**src/rtl/urv_console_tx_if.sv**
```systemverilog
// CPU data-port bundle for the console transmitter.
// Handshake: store/load are levels held by the CPU until the matching one-cycle
// done pulse; a still-held request is only recognised again after that done cycle.
interface urv_console_tx_if;
    logic [31:0] dm_addr_i;
    logic [31:0] dm_data_s_i;
    logic [3:0]  dm_data_select_i;
    logic        dm_store_i;
    logic        dm_load_i;
    logic [31:0] dm_data_l_o;
    logic        dm_store_done_o;
    logic        dm_load_done_o;

    modport master (
        output dm_addr_i, dm_data_s_i, dm_data_select_i, dm_store_i, dm_load_i,
        input  dm_data_l_o, dm_store_done_o, dm_load_done_o
    );

    modport slave (
        input  dm_addr_i, dm_data_s_i, dm_data_select_i, dm_store_i, dm_load_i,
        output dm_data_l_o, dm_store_done_o, dm_load_done_o
    );
endinterface

```
**src/rtl/urv_console_tx.sv**
```systemverilog
// Memory-mapped console UART transmitter: data/status registers, byte FIFO
// and an 8N1 serialiser with a registered txd output.
module urv_console_tx #(
    parameter logic [31:0] g_base_addr  = 32'h0010_0000,
    parameter int          g_clk_div    = 16,
    parameter int          g_fifo_depth = 16
) (
    input  logic             clk_i,
    input  logic             rst_i,
    urv_console_tx_if.slave  dm,
    output logic             txd_o,
    output logic [1:0]       o_fsm_state
);
    localparam int              c_aw        = $clog2(g_fifo_depth);
    localparam logic [31:0]     c_stat_addr = g_base_addr + 32'd4;
    localparam logic [15:0]     c_div_m1    = 16'(g_clk_div - 1);
    localparam logic [c_aw:0]   c_depth     = (c_aw + 1)'(g_fifo_depth);
    localparam logic [c_aw:0]   c_cnt_one   = (c_aw + 1)'(1);
    localparam logic [c_aw-1:0] c_ptr_one   = c_aw'(1);

    typedef enum logic [1:0] {ST_IDLE, ST_START, ST_DATA, ST_STOP} state_t;

    state_t          r_state;
    logic [15:0]     r_timer;
    logic [2:0]      r_bit_idx;
    logic [7:0]      r_shift;
    logic            r_txd;
    logic [7:0]      r_mem [g_fifo_depth];
    logic [c_aw-1:0] r_wr_ptr;
    logic [c_aw-1:0] r_rd_ptr;
    logic [c_aw:0]   r_count;
    logic            r_store_done;
    logic            r_load_done;
    logic [31:0]     r_load_data;

    logic        w_sel_data;
    logic        w_sel_stat;
    logic        w_full;
    logic        w_empty;
    logic        w_busy;
    logic        w_st_acc;
    logic        w_ld_acc;
    logic        w_push;
    logic        w_pop;
    logic [31:0] w_status;
    logic        w_unused;

    assign w_sel_data = (dm.dm_addr_i[31:2] == g_base_addr[31:2]);
    assign w_sel_stat = (dm.dm_addr_i[31:2] == c_stat_addr[31:2]);
    assign w_full     = (r_count == c_depth);
    assign w_empty    = (r_count == '0);
    assign w_busy     = (r_state != ST_IDLE);
    assign w_status   = {15'd0, 9'(r_count), 5'd0, w_empty, w_full, w_busy};

    // The done register blocks re-acceptance of a request still held during its done cycle.
    assign w_st_acc = dm.dm_store_i && !r_store_done &&
                      (w_sel_stat || (w_sel_data && (!dm.dm_data_select_i[0] || !w_full)));
    assign w_ld_acc = dm.dm_load_i && !r_load_done && (w_sel_stat || w_sel_data);
    assign w_push   = w_st_acc && w_sel_data && dm.dm_data_select_i[0];
    assign w_pop    = (r_state == ST_IDLE) && !w_empty;

    assign w_unused = &{1'b0, dm.dm_addr_i[1:0], dm.dm_data_s_i[31:8], dm.dm_data_select_i[3:1]};

    always_ff @(posedge clk_i) begin
        if (rst_i) begin
            r_store_done <= 1'b0;
            r_load_done  <= 1'b0;
            r_load_data  <= '0;
        end else begin
            r_store_done <= w_st_acc;
            r_load_done  <= w_ld_acc;
            if (w_ld_acc) begin
                r_load_data <= w_sel_stat ? w_status : 32'd0;
            end
        end
    end

    always_ff @(posedge clk_i) begin
        if (w_push) begin
            r_mem[r_wr_ptr] <= dm.dm_data_s_i[7:0];
        end
    end

    always_ff @(posedge clk_i) begin
        if (rst_i) begin
            r_wr_ptr <= '0;
            r_rd_ptr <= '0;
            r_count  <= '0;
        end else begin
            if (w_push) r_wr_ptr <= r_wr_ptr + c_ptr_one;
            if (w_pop)  r_rd_ptr <= r_rd_ptr + c_ptr_one;
            case ({w_push, w_pop})
                2'b10:   r_count <= r_count + c_cnt_one;
                2'b01:   r_count <= r_count - c_cnt_one;
                default: r_count <= r_count;
            endcase
        end
    end

    // txd follows the state registered one cycle earlier, so each bit lags its state by one clock.
    always_ff @(posedge clk_i) begin
        if (rst_i) begin
            r_state   <= ST_IDLE;
            r_timer   <= '0;
            r_bit_idx <= '0;
            r_shift   <= '0;
            r_txd     <= 1'b1;
        end else begin
            case (r_state)
                ST_IDLE: begin
                    r_txd <= 1'b1;
                    if (w_pop) begin
                        r_shift <= r_mem[r_rd_ptr];
                        r_timer <= c_div_m1;
                        r_state <= ST_START;
                    end
                end
                ST_START: begin
                    r_txd <= 1'b0;
                    if (r_timer == '0) begin
                        r_timer   <= c_div_m1;
                        r_bit_idx <= '0;
                        r_state   <= ST_DATA;
                    end else begin
                        r_timer <= r_timer - 16'd1;
                    end
                end
                ST_DATA: begin
                    r_txd <= r_shift[r_bit_idx];
                    if (r_timer == '0) begin
                        r_timer <= c_div_m1;
                        if (r_bit_idx == 3'd7) begin
                            r_state <= ST_STOP;
                        end else begin
                            r_bit_idx <= r_bit_idx + 3'd1;
                        end
                    end else begin
                        r_timer <= r_timer - 16'd1;
                    end
                end
                default: begin
                    r_txd <= 1'b1;
                    if (r_timer == '0) begin
                        r_state <= ST_IDLE;
                    end else begin
                        r_timer <= r_timer - 16'd1;
                    end
                end
            endcase
        end
    end

    assign txd_o              = r_txd;
    assign o_fsm_state        = r_state;
    assign dm.dm_data_l_o     = r_load_data;
    assign dm.dm_store_done_o = r_store_done;
    assign dm.dm_load_done_o  = r_load_done;
endmodule

```
**src/flat_wrapper.sv**
```systemverilog
// flat-port wrapper written by rule: the top's interface ports become plain ports
module urv_console_tx_flat 
#(
    parameter logic [31:0] g_base_addr  = 32'h0010_0000,
    parameter int          g_clk_div    = 16,
    parameter int          g_fifo_depth = 16
)
  (clk_i, rst_i, txd_o, o_fsm_state, dm_dm_addr_i, dm_dm_data_s_i, dm_dm_data_select_i, dm_dm_store_i, dm_dm_load_i, dm_dm_data_l_o, dm_dm_store_done_o, dm_dm_load_done_o);
  urv_console_tx_if dm_i ();
  input  logic clk_i;
  input  logic rst_i;
  output logic txd_o;
  output logic [1:0] o_fsm_state;
  input wire logic [$bits(dm_i.dm_addr_i)-1:0] dm_dm_addr_i;
  input wire logic [$bits(dm_i.dm_data_s_i)-1:0] dm_dm_data_s_i;
  input wire logic [$bits(dm_i.dm_data_select_i)-1:0] dm_dm_data_select_i;
  input wire logic [$bits(dm_i.dm_store_i)-1:0] dm_dm_store_i;
  input wire logic [$bits(dm_i.dm_load_i)-1:0] dm_dm_load_i;
  output wire logic [$bits(dm_i.dm_data_l_o)-1:0] dm_dm_data_l_o;
  output wire logic [$bits(dm_i.dm_store_done_o)-1:0] dm_dm_store_done_o;
  output wire logic [$bits(dm_i.dm_load_done_o)-1:0] dm_dm_load_done_o;
  assign dm_i.dm_addr_i = dm_dm_addr_i;
  assign dm_i.dm_data_s_i = dm_dm_data_s_i;
  assign dm_i.dm_data_select_i = dm_dm_data_select_i;
  assign dm_i.dm_store_i = dm_dm_store_i;
  assign dm_i.dm_load_i = dm_dm_load_i;
  assign dm_dm_data_l_o = dm_i.dm_data_l_o;
  assign dm_dm_store_done_o = dm_i.dm_store_done_o;
  assign dm_dm_load_done_o = dm_i.dm_load_done_o;
  urv_console_tx #(.g_base_addr(g_base_addr), .g_clk_div(g_clk_div), .g_fifo_depth(g_fifo_depth)) u_core (.clk_i(clk_i), .rst_i(rst_i), .dm(dm_i), .txd_o(txd_o), .o_fsm_state(o_fsm_state));
endmodule
```
**config.mk**
```make
export PLATFORM = sky130hd
export DESIGN_NAME = urv_console_tx_flat
export DESIGN_NICKNAME = d
export VERILOG_FILES = /design/src/rtl/urv_console_tx_if.sv /design/src/rtl/urv_console_tx.sv /design/src/flat_wrapper.sv
export SDC_FILE = /design/constraint.sdc
export NUM_CORES = 1
export LEC_CHECK = 0
export BUFFER_PORTS_ARGS = -buffer_cell sky130_fd_sc_hd__buf_2
export CAP_MARGIN = 15
export CORE_ASPECT_RATIO = 1.2
export CORE_MARGIN = 2
export CORE_UTILIZATION = 45
export CTS_CLUSTER_DIAMETER = 150
export CTS_CLUSTER_SIZE = 8
export DETAILED_ROUTE_END_ITERATION = 10
export PLACE_DENSITY = 0.73
export SETUP_SLACK_MARGIN = 0.15
export SKIP_CTS_REPAIR_TIMING = 1
export SLEW_MARGIN = 20
export SYNTH_ARGS = -nofsm -noshare
export SYNTH_HDL_FRONTEND = slang
export SYNTH_SLANG_ARGS = --single-unit
```
**constraint.sdc**
```tcl
create_clock -name clk_i -period 3.3 [get_ports clk_i]
set_input_delay 0.66 -clock clk_i [delete_from_list [all_inputs] [get_ports clk_i]]
set_output_delay 0.66 -clock clk_i [all_outputs]
set_load 0.005 [all_outputs]
```
Word level (Yosys, flattened, before mapping)
Memories as Yosys holds them, arrays and structs flattened. A register that Yosys moved wholly into a read port is not among the register bits.
Cells that the tools add are included.
- equal/unequal tests: 14
- mux-type cells: 21
- $lt $le $gt $ge: 1
- reduce and logical (&&, ||, !) cells: 28
- add/sub/neg operators: 6
- operators with widths (operator ; count):
    $eq A30 B19 Y1 const B ; 2
    $mux W16 ; 3
    $pmux W16 S2 ; 1
    $logic_not A16 Y1 ; 1
    $sub A16 B1 Y16 const B ; 1
    $mux W13 ; 1
    $mux W2 ; 5
    $pmux W5 S2 ; 1
    $mux W3 ; 3
    $add A4 B1 Y4 const B ; 2
    $logic_and A1 B1 Y1 ; 8
    $ne A2 B1 Y1 const B ; 4
    $reduce_bool A2 Y1 ; 4
    $pmux W2 S3 ; 1
    $pmux W3 S2 ; 1
    $add A5 B1 Y5 const B ; 1
    $eq A5 B5 Y1 const B ; 1
    $logic_not A1 Y1 ; 5
    $logic_not A5 Y1 ; 1
    $reduce_and A5 Y1 ; 1
    $sub A5 B1 Y5 const B ; 1
    $eq A2 B1 Y1 const B ; 2
    $eq A2 B2 Y1 const B ; 2
    $lt A3 B4 Y1 const B ; 1
    12 further kinds ; 17
- memories: 1
- register bits after elaboration: 69
- output and inout bits: 37
- bits in writable memories: 128
- memory list (name ; depth ; width ; read ports ; clocked after memory_dff ; write ports ; RTL line ; source):
    u_core.r_mem ; 16 ; 8 ; 1 ; 1 ; 1 ; urv_console_tx.sv:28 ; logic [7:0] r_mem [g_fifo_depth];

Depth between registers and ports, before layout
Gate-level depths: netlist of run 1.
- word-level depth: 10
- gate-level depth with buffers: 15
- gate-level depth less buffers: 12

Least setup slack after synthesis of run 1
No wires, ideal clock.
- path kind: input to register
- start point: input dm_dm_addr_i[12]
- end point: register u_core.r_count[4]
- path buffers: 1
- arrival time: 3.358 ns
- setup slack: -0.179 ns
- setup time: 0.121 ns
- required time: 3.179 ns
- stages: 13
- cell sequence: nor4_2 -> nand4_2 -> nor4_4 -> inv_2 -> ha_1 -> clkbuf_1 -> xor2_1 -> ha_1 -> a211o_1 -> nand2_1 -> nand3b_1 -> a31oi_1 -> mux2_2
- word-level cells in the longest chain between the ends: 8
- elaborated cells on any way between the ends: 11
- those cells by class: eq/ne: 4; mux: 1; reduce/logical: 6
- RTL lines (item ; RTL line ; source):
    from (decl) ; flat_wrapper.sv:14 ; input wire logic [$bits(dm_i.dm_addr_i)-1:0] dm_dm_addr_i;
    $eq A30 B19 Y1 ; urv_console_tx.sv:48 ; assign w_sel_data = (dm.dm_addr_i[31:2] == g_base_addr[31:2]);
    $logic_and A1 B1 Y1 ; urv_console_tx.sv:57 ; (w_sel_stat || (w_sel_data && (!dm.dm_data_select_i[0] || !w_full)));
    $logic_or A1 B1 Y1 ; urv_console_tx.sv:57 ;
    $logic_and A1 B1 Y1 ; urv_console_tx.sv:56 ; assign w_st_acc = dm.dm_store_i && !r_store_done &&
    $logic_and A1 B1 Y1 (*) (2 in a row) ; urv_console_tx.sv:59 ; assign w_push = w_st_acc && w_sel_data && dm.dm_data_select_i[0];
    $eq A2 B1 Y1 or $eq A2 B2 Y1 (tied branches) ; urv_console_tx.sv:92 ; case ({w_push, w_pop})
    $pmux W5 S2 or $reduce_bool A2 Y1 (tied branches) ; - ;
    to (signal assigned) ; urv_console_tx.sv:93 ; 2'b10: r_count <= r_count + c_cnt_one;
    to (signal assigned) ; urv_console_tx.sv:94 ; 2'b01: r_count <= r_count - c_cnt_one;
    to (signal assigned) ; urv_console_tx.sv:95 ; default: r_count <= r_count;
    to (decl) ; urv_console_tx.sv:31 ; logic [c_aw:0] r_count;
Every way passes the cells marked *; elsewhere a longest branch is shown, timed or not.
A chain may end at the register's enable or synchronous reset.

Worst setup path in the final report of run 1
- start point: register u_core.r_count[0]
- end point: register u_core.r_count[4]
- word-level cells in the longest chain between the ends: 10
- elaborated cells on any way between the ends: 17
- those cells by class: add/sub: 2; eq/ne: 3; mux: 1; reduce/logical: 11
- RTL lines (item ; RTL line ; source):
    $eq A5 B5 Y1 ; urv_console_tx.sv:50 ; assign w_full = (r_count == c_depth);
    $logic_not A1 Y1 ; urv_console_tx.sv:57 ;
    $logic_or A1 B1 Y1 ; urv_console_tx.sv:57 ;
    $logic_and A1 B1 Y1 ; urv_console_tx.sv:57 ;
    $logic_or A1 B1 Y1 ; urv_console_tx.sv:57 ;
    $logic_and A1 B1 Y1 ; urv_console_tx.sv:56 ;
    $logic_and A1 B1 Y1 (2 in a row) ; urv_console_tx.sv:59 ;
    $eq A2 B1 Y1 or $eq A2 B2 Y1 (tied branches) ; urv_console_tx.sv:92 ;
    $pmux W5 S2 or $reduce_bool A2 Y1 (tied branches) ; - ;
Several ways; a longest one is shown, not always the timed one.

==> results of run 1 <==
[report_power, final]
part	internal, mW	total (mW)	switching [mW]
registers	2.60	2.77	0.171
clock network	1.04	1.88	0.834
logic	0.968	2.22	1.26
[synth_stat cells, drive strengths merged (3+ instances only)]
cell | n | area share, %
a21o | 4 | 0.39
a21oi | 48 | 3.0
a22oi | 17 | 1.6
buf | 36 | 3.0
clkbuf | 19 | 0.92
dfxtp | 53 | 13
edfxtp | 128 | 48
ha | 16 | 2.5
inv | 13 | 0.61
mux2i | 4 | 0.50
mux4 | 34 | 9.6
nand2 | 32 | 1.5
nand2b | 8 | 0.63
nand3 | 14 | 0.88
nand3b | 3 | 0.28
nand4 | 8 | 0.78
nor2 | 54 | 2.6
nor2b | 5 | 0.39
nor3 | 11 | 0.69
nor4 | 11 | 1.7
o21ai | 15 | 1.1
or3 | 6 | 0.48
or4b | 3 | 0.38
xnor2 | 5 | 0.55
xor2 | 10 | 1.1
[layer usage]
metal,vias up,wire [um],GRT usage [%],share of wire [%]
li1,2327,-,-,-
met1,2441,6314,20.49,39
met2,165,8331,31.05,52
met3,34,911,3.611,5.7
met4,0,530,8.667,3.3
met5,-,0,0,0
[state kept, by name (all words and copies together) (netlist names), 3 cells and up]
| register | cells |
|---|---|
| u_core.r_rd_ptr | 4 |
| u_core.dm.dm_data_l_o | 8 |
| u_core.r_timer | 16 |
| u_core.r_count | 5 |
| u_core.r_mem | 128 |
| u_core.r_wr_ptr | 4 |
| u_core.r_shift | 8 |
| u_core.r_bit_idx | 3 |
[critical path, cell delays in order (launching register included)]
cell     delay, ns
dfxtp_1       0.38
or4_4         0.60
o21ai_2       0.19
nor4_4        0.06
inv_2         0.10
ha_4          0.21
xor2_2        0.16
ha_2          0.22
nor2_1        0.05
nor3b_1       0.16
o21ai_0       0.12
a31oi_1       0.18
mux2_2        0.34
[area by class of cell]
type	instances	area, um2	share of cell area, %
tap	220	275.3	3.009
inverter	13	48.80	0.5334
clock buffer	18	429.2	4.692
timing repair buffer	84	493.0	5.389
sequential	181	4906	53.63
clock inverter	13	118.9	1.299
multi-input combinational	366	2877	31.45
[metrics by stage]
step           utilization (%)  setup TNS [ns]
2_1_floorplan                -        -0.01582
3_3_place_gp             49.22               0
3_5_place_dp             49.22       -0.007637
4_1_cts                  52.36               0
5_1_grt                  52.45               0
6_report                 52.45               0
[kinds of logic after synthesis]
logic type / share of synthesized area (%)
buf+inv: 4.520
fa+ha+maj: 2.502
xor+xnor: 1.642
other cells: 0.04687
mux: 10.35
compound gates: 7.992
simple gates: 11.64
flops: 61.31
[how the worst max path moves through the flow]
| stage | from | to | slack (ns) | cells after the start |
|---|---|---|---|---|
| 3_3_place_gp | dm_dm_addr_i[7] | u_core.r_count[4]$_SDFFE_PP0P_ | 0.02 | 13 |
| 4_1_cts | u_core.r_count[0]$_SDFFE_PP0P_ | u_core.r_count[4]$_SDFFE_PP0P_ | 0.17 | 12 |
| 2_1_floorplan | dm_dm_addr_i[19] | u_core.r_count[4]$_SDFFE_PP0P_ | -0.02 | 13 |
| 5_1_grt | u_core.r_count[0]$_SDFFE_PP0P_ | u_core.r_count[4]$_SDFFE_PP0P_ | 0.17 | 12 |
| 3_5_place_dp | dm_dm_addr_i[7] | u_core.r_count[4]$_SDFFE_PP0P_ | -0.008 | 13 |
| 6_report | u_core.r_count[0]$_SDFFE_PP0P_ | u_core.r_count[4]$_SDFFE_PP0P_ | 0.43 | 12 |
==> impl_metrics.toml, run 1 <==
[critical_path]
critPathKind = "register to register"
critPathMaxFanout = 10
reg2reg_depth = 12
r2r_start = "u_core.r_count[0]$_SDFFE_PP0P_"
startpoint_type = "register"
critPathCaptureType = "register"
timing.rr.end = "u_core.r_count[4]$_SDFFE_PP0P_"
worstPathRequired_ns = 3.61
cp.arrival_ns = 3.18
rrSetupSlack_ns = 0.43

[die]
fp.dieH_um = 150.1
die_x_um = 125.7
fp-row-count = 53
num_io_pins = 109
die_area_um2 = 18860
core_um2 = 17440
initial_core_util_pct = 45.87

[timing]
rsz0062_at_grt = "false"
worstMarginPinSlew_ns = 0.7814
timing.final.crit_share_pct = 87.08
setup_viol = 0
skew_ns = 0.01924
drv_slew = 0
fin_hold_ws_ns = 0.4553
fmax_mhz = 348.0
slew_headroom_pct = 47.51
fin_crit_ns = 2.874
final_hold_viol_count = 0
setup_ws_ns = 0.4263

[drt]
dr_total_vias = 4967
remaining_drc_errors = 0
first_pass_iters = 5
drt_first_iter_violations = 432
wl_um = 16090
routedWlPerCell_um = 17.98
via_per_inst = 5.550
ant_nets = 0

[yosys]
synth_seq_area_share_pct = 61.31
synthArstFlopShare_pct = 0
syn_inst = 592
ys.flop_type = "edfxtp_1"
avgSynthCellArea_um2 = 13.51
synth_area_um2 = 8000
yosys_warnings = 0
synth_cell_types = 65
ys_seq_elements = 181
synth_edf_count = 128

[final_layout]
syn_to_final_growth_pct = 14.34
antenna_cells = 0
final_common_cell = "edfxtp_1"
drive_gt1_share_pct = 25.78
fin_area_um2 = 9148
nFillCells = 1458
layout_common_cells = "edfxtp_1, buf_2, nor2_1"
final_nets = 751
finalNonFillerCells = 895

[placement]
io_buffer_count = 55
dpl.cell_count = 864
place_hpwl_um = 10960
place_ws_ns = -0.007637
gp_congestion = 0.8295
placed_area_um2 = 8584

[min_path]
holdPathEnd = "u_core.dm.dm_data_l_o[12]$_SDFFE_PP0P_"
holdPathStages = 2
hold_path_class = "register to register"
min-delay-start = "u_core.dm.dm_data_l_o[12]$_SDFFE_PP0P_"

[global_route]
grt_pass1_wl_um = 25520
grt_pass1_vias = 4988
gr-total-overflow = 0
grt_max_degree = 36
gr-usage-all-layers_pct = 17.61
antenna_found_initial = 0

[power_and_ir_drop]
power_density_nw_per_um2 = 750.7
power.total_mw = 6.867
peakVddDrop_uv = 423.1
p_leak_nw = 3.178

[clock_network]
clkSinkCount = 181
clock_path_buffers = 2
numCtsBuffers = 17
cts_root_buf = "clkbuf_16"
htree_levels = 4
clk_latency_ns = 0.43
cts_tree = "built"
clk_pin_slew_worst_paths_ns = 0.07

[run]
maxCapViolCount = 0

[status]
status = "complete, no violations"
Power figures use the tool's default switching activity.
==> run 2, diff against run 1 <==
--- a/config.mk
+++ b/config.mk
@@ -7,13 +7,15 @@
 export LEC_CHECK = 0
 export BUFFER_PORTS_ARGS = -buffer_cell sky130_fd_sc_hd__buf_2
 export CAP_MARGIN = 15
+export CELL_PAD_IN_SITES_DETAIL_PLACEMENT = 1
+export CELL_PAD_IN_SITES_GLOBAL_PLACEMENT = 2
 export CORE_ASPECT_RATIO = 1.2
 export CORE_MARGIN = 2
-export CORE_UTILIZATION = 45
+export CORE_UTILIZATION = 36
 export CTS_CLUSTER_DIAMETER = 150
 export CTS_CLUSTER_SIZE = 8
 export DETAILED_ROUTE_END_ITERATION = 10
-export PLACE_DENSITY = 0.73
+export PLACE_DENSITY = 0.82
 export SETUP_SLACK_MARGIN = 0.15
 export SKIP_CTS_REPAIR_TIMING = 1
 export SLEW_MARGIN = 20
==> run 2 against run 1 <==
  * Non-clock buffer count grew 3
  * Clock power grew 7%
  * Worst setup slack lost 0.024 ns
  * The run now ends with design-rule violations left
  * Routed wire length grew 13%
  * Highest routed layer unchanged
  * Clock-buffer cell count shrank 1
==> impl_metrics.toml, run 2 (synthesized netlist as in run 1, its figures left out) <==
[status]
status = "finished with violations"
violations = "design-rule violations"

[placement]
io_buffer_count = 55
place_hpwl_um = 12540
dpl.cell_count = 921
placed_area_um2 = 8675
gp_congestion = 0.7594
place_ws_ns = -0.03615

[clock_network]
cts_root_buf = "clkbuf_16"
clkSinkCount = 181
htree_levels = 4
clk_latency_ns = 0.43
clock_path_buffers = 2
cts_tree = "built"
clk_pin_slew_worst_paths_ns = 0.07
numCtsBuffers = 17

[die]
initial_core_util_pct = 36.74
fp-row-count = 59
core_um2 = 21780
die_area_um2 = 23440
num_io_pins = 109
die_x_um = 140.1
fp.dieH_um = 167.3

[timing]
setup_ws_ns = 0.4020
setup_viol = 0
drv_slew = 0
timing.final.crit_share_pct = 87.82
skew_ns = 0.01413
fmax_mhz = 345.1
slew_headroom_pct = 57.14
rsz0062_at_grt = "false"
worstMarginPinSlew_ns = 0.6415
final_hold_viol_count = 0
fin_crit_ns = 2.898

[global_route]
grt_pass1_vias = 5487
gr-usage-all-layers_pct = 16.21
grt_max_degree = 36
grt_pass1_wl_um = 29440
gr-total-overflow = 0
antenna_found_initial = 0

[final_layout]
drive_gt1_share_pct = 26.07
largest_registers = "u_core.r_mem (128), u_core.r_timer (16)"
seq_area_um2 = 4906
regMostFlops = "u_core.r_mem"
syn_to_final_growth_pct = 15.92
final_nets = 754
layout_common_cells = "edfxtp_1, buf_2, nor2_1"
fin_area_um2 = 9274
finalNonFillerCells = 953
largest_register_ffs = 128
utilization_pct = 42.59
nFillCells = 2286
multi_input_area_um2 = 2861
final_common_cell = "edfxtp_1"
antenna_cells = 0

[drt]
dr_total_vias = 5003
ant_nets = 0
routedWlPerCell_um = 18.99
drt_first_iter_violations = 310
via_per_inst = 5.250
wl_um = 18100
first_pass_iters = 9
remaining_drc_errors = 12

[critical_path]
worstPathRequired_ns = 3.62
worstPathCellList = "or4_1 > o21ai_1 > nor4_4 > inv_2 > ha_4 > xor2_1 > ha_2 > nor2_1 > nor3b_1 > o21ai_0 > a31oi_1 > mux2_2"
cpMaxStageDelayCell = "or4_1"
startpoint_type = "register"
cp_num_buf_inv = 1
critPathMaxFanout = 5
critPathCaptureType = "register"
crit_family = "simple AND/OR/NAND/NOR gates"
cpPeakStageDelay_ns = 0.63
cp.arrival_ns = 3.22
critPathKind = "register to register"

[power_and_ir_drop]
peakVddDrop_uv = 498.6
p_leak_nw = 3.222
power_density_nw_per_um2 = 758.9
power.total_mw = 7.038

[min_path]
hold_path_class = "register to register"

[run]
maxCapViolCount = 0
## run 2: cell count changes in the layout (fill, tap and decap cells not counted), moves of 2 or more
cell / previous run / this run
clkinv_8: 0 / 5
inv_8: 0 / 4
buf_4: 29 / 32
inv_6: 6 / 3
clkinvlp_4: 2 / 0
## run 2: stage by stage
step	TNS, ns	hold slack (ns)
floorplan	-0.01582	0.4483
global placement	-0.002394	0.4426
detailed placement	-0.03615	0.4475
CTS	0	0.4577
global route	0	0.4701
finish	0	0.4529
## run 2: power breakdown
group | internal (mW) | switching, mW
Clock | 1.02 | 0.999
Sequential | 2.59 | 0.162
Combinational | 0.971 | 1.29
Total | 4.59 | 2.45
## run 2: cell type report
| type | count | area share (%) |
|---|---|---|
| clock buffer | 17 | 4.587 |
| inverter | 13 | 0.5262 |
| clock inverter | 15 | 1.875 |
| tap | 274 | 3.697 |
| multi-input combinational | 366 | 30.86 |
| timing repair buffer | 87 | 5.559 |
| sequential | 181 | 52.90 |
## run 2: worst reg2reg max path: stages, from the launching register on
cell and delay (ns):
dfxtp_1 0.31, or4_1 0.63, o21ai_1 0.27, nor4_4 0.08
inv_2 0.10, ha_4 0.17, xor2_1 0.15, ha_2 0.21
nor2_1 0.05, nor3b_1 0.17, o21ai_0 0.12, a31oi_1 0.20
mux2_2 0.35
## run 2: path summary, 6_finish.rpt
kind	startpoint	endpoint	slack, ns	depth (start not counted)
min	u_core.dm.dm_data_l_o[12]$_SDFFE_PP0P_	u_core.dm.dm_data_l_o[12]$_SDFFE_PP0P_	0.45	2
min reg2reg	u_core.dm.dm_data_l_o[12]$_SDFFE_PP0P_	u_core.dm.dm_data_l_o[12]$_SDFFE_PP0P_	0.45	2
max reg2reg	u_core.r_count[0]$_SDFFE_PP0P_	u_core.r_count[4]$_SDFFE_PP0P_	0.40	12
max	u_core.r_count[0]$_SDFFE_PP0P_	u_core.r_count[4]$_SDFFE_PP0P_	0.40	12
## run 2: layer usage
layer | up-vias | track usage, % | share of wire [%]
met5 | - | 0 | 0
met4 | 0 | 4.655 | 1.5
met3 | 20 | 3.803 | 4.7
met2 | 121 | 29.75 | 53
met1 | 2520 | 18.88 | 40
li1 | 2342 | - | -
==> run 3, diff against run 2 <==
--- a/config.mk
+++ b/config.mk
@@ -16,7 +16,6 @@
 export CTS_CLUSTER_SIZE = 8
 export DETAILED_ROUTE_END_ITERATION = 10
 export PLACE_DENSITY = 0.82
-export SETUP_SLACK_MARGIN = 0.15
 export SKIP_CTS_REPAIR_TIMING = 1
 export SLEW_MARGIN = 20
 export SYNTH_ARGS = -nofsm -noshare
==> constraint.sdc (replaced) <==
create_clock -name clk_i -period 2.6 [get_ports clk_i]
set_input_delay 0.52 -clock clk_i [delete_from_list [all_inputs] [get_ports clk_i]]
set_output_delay 0.52 -clock clk_i [all_outputs]
set_load 0.005 [all_outputs]
==> run 3 against run 2 <==
  * The run ends with design-rule violations, negative setup slack left
  * Combinational power grew 45%
  * Cell area grew 2.3%
  * Flip-flop and latch count is the same
  * Register-to-register slack lost 0.57 ns
  * Die area is the same
  * Critical path type unchanged
  * Largest cell class unchanged
  * Highest routed layer unchanged
==> impl_metrics.toml, run 3 (synthesized netlist as in run 1, its figures left out) <==
[status]
status = "finished with violations"
violations = "design-rule violations, negative setup slack"

[final_layout]
largest_register_ffs = 128
fin_area_um2 = 9490
largest_registers = "u_core.r_mem (128), u_core.r_timer (16)"
syn_to_final_growth_pct = 18.63
finalNonFillerCells = 969
layout_common_cells = "edfxtp_1, buf_2, nor2_1"
antenna_cells = 0
final_nets = 770
regMostFlops = "u_core.r_mem"
drive_gt1_share_pct = 29.50
final_common_cell = "edfxtp_1"

[die]
die_x_um = 140.1
initial_core_util_pct = 36.74
fp-row-count = 59
fp.dieH_um = 167.3
core_um2 = 21780
die_area_um2 = 23440
num_io_pins = 109

[critical_path]
reg2reg_depth = 12
worstPathCellList = "or4_4 > buf_6 > o21ai_4 > inv_2 > ha_4 > xor2_1 > ha_2 > a211o_1 > nand2_1 > nand3b_1 > a31oi_1 > mux2_2"
cp.arrival_ns = 3.09
critPathKind = "register to register"
startpoint_type = "register"
setup.worst_path.start = "u_core.r_count[3]$_SDFFE_PP0P_"
endpoint = "u_core.r_count[4]$_SDFFE_PP0P_"
critPathCaptureType = "register"
rrSetupSlack_ns = -0.17
worstPathRequired_ns = 2.92
cpPeakStageDelay_ns = 0.55
timing.rr.end = "u_core.r_count[4]$_SDFFE_PP0P_"
cpMaxStageDelayCell = "or4_4"
r2r_start = "u_core.r_count[3]$_SDFFE_PP0P_"
critPathMaxFanout = 4

[power_and_ir_drop]
power.net_switching_mw = 3.258
power_density_nw_per_um2 = 991.9
switching_share_pct = 34.62
peakVddDrop_uv = 543.1
p_comb_share_pct = 34.9
intPower_mw = 6.155
clockPowerShare_pct = 28.1
p_leak_nw = 3.339
p_seq_share_pct = 37.0

[clock_network]
htree_levels = 4
clk_latency_ns = 0.44
cts_tree = "built"
cts_root_buf = "clkbuf_16"
clkSinkCount = 181
numCtsBuffers = 17
clk_pin_slew_worst_paths_ns = 0.07
clock_path_buffers = 2

[placement]
dpl.cell_count = 935
place_hpwl_um = 12690
placed_area_um2 = 8825
io_buffer_count = 55
gp_congestion = 0.7712

[global_route]
grtUsageMet2_pct = 30.24
grt_max_degree = 36
use_met1_pct = 19.14
grt_pass1_wl_um = 30030
gr-total-overflow = 0
gr-usage-all-layers_pct = 16.52
busiest_layer = "met2"
antenna_found_initial = 0
grt_util_met3_pct = 3.574
grt_pass1_vias = 5580

[timing]
setup_ws_ns = -0.1690
setup_viol = 2
fin_setup_tns_ns = -0.2033
worstMarginPinSlew_ns = 0.6625
fin_crit_ns = 2.769
slew_headroom_pct = 55.74
drv_slew = 0
rsz0062_at_grt = "true"
skew_ns = 0.009209
final_hold_viol_count = 0
timing.final.crit_share_pct = 106.5
fmax_mhz = 361.1
fin_hold_ws_ns = 0.3876

[drt]
routedWlPerCell_um = 19.13
drt_first_iter_violations = 373
via_per_inst = 5.248
wl_um = 18540
first_pass_iters = 10
dr_total_vias = 5085
ant_nets = 0
remaining_drc_errors = 12

[min_path]
hold_path_class = "input pin to register"

[run]
maxCapViolCount = 0
-- run 3: changes by cell type in the layout (fill, tap and decap cells not counted), moves of 2 or more --
cell / before / now
buf_4: 32 / 45
nor3_1: 11 / 7
nor3_2: 0 / 4
buf_12: 0 / 2
-- run 3: how the worst min path moves through the flow --
stage / from / to / slack (ns) / depth (start not counted)
detailed placement: u_core.dm.dm_data_l_o[1]$_SDFFE_PP0P_ / u_core.dm.dm_data_l_o[1]$_SDFFE_PP0P_ / 0.45 / 2
CTS: dm_dm_load_i / u_core.dm.dm_load_done_o$_SDFF_PP0_ / 0.37 / 3
global route: dm_dm_load_i / u_core.dm.dm_load_done_o$_SDFF_PP0_ / 0.39 / 3
floorplan: u_core.dm.dm_data_l_o[11]$_SDFFE_PP0P_ / u_core.dm.dm_data_l_o[11]$_SDFFE_PP0P_ / 0.45 / 2
global placement: u_core.dm.dm_data_l_o[0]$_SDFFE_PP0P_ / u_core.dm.dm_data_l_o[0]$_SDFFE_PP0P_ / 0.44 / 2
finish: dm_dm_load_i / u_core.dm.dm_load_done_o$_SDFF_PP0_ / 0.39 / 3
-- run 3: power groups by stage --
stage               clock, mW  combinational (mW)  sequential, mW
floorplan                   0                2.25            3.49
global placement            0                3.04            3.52
detailed placement          0                3.18            3.54
CTS                      2.70                3.22            3.48
global route             2.80                3.61            3.51
finish                   2.64                3.28            3.49
-- run 3: worst max-delay path, delay by kind of cell, from the launching register on --
| kind | cells | cell delay (ns) |
|---|---|---|
| and+or+nand+nor | 3 | 0.71 |
| AOI/OAI and AO/OA | 3 | 0.53 |
| adders and majority gates | 2 | 0.39 |
| muxes | 1 | 0.35 |
| DFF | 1 | 0.32 |
| buffers and inverters | 2 | 0.21 |
| xor gates and xnor gates | 1 | 0.14 |
-- run 3: layout make-up --
cell class                      count  area (um2)
Clock buffer                       18       429.2
Inverter                           13       48.80
Fill cell                        2264       12290
Sequential cell                   181        4907
Clock inverter                     14       183.9
Tap cell                          274       342.8
Multi-Input combinational cell    366        2914
Timing Repair Buffer              103       664.4
-- run 3: per-stage QoR --
step                utilization [%]  power [mW]  worst slack, ns
detailed placement            40.52       6.725          -0.5398
global placement              40.52       6.560          -0.4934
CTS                           43.34       9.399          -0.2852
finish                        43.58       9.413          -0.1690
floorplan                         -       5.738          -0.5758
global route                  43.58       9.924          -0.3097
-- run 3: routing by layer --
metal | wire length [um] | part of all wire, %
met5 | 0 | 0
met4 | 252 | 1.4
met3 | 813 | 4.4
met2 | 9921 | 54
met1 | 7548 | 41
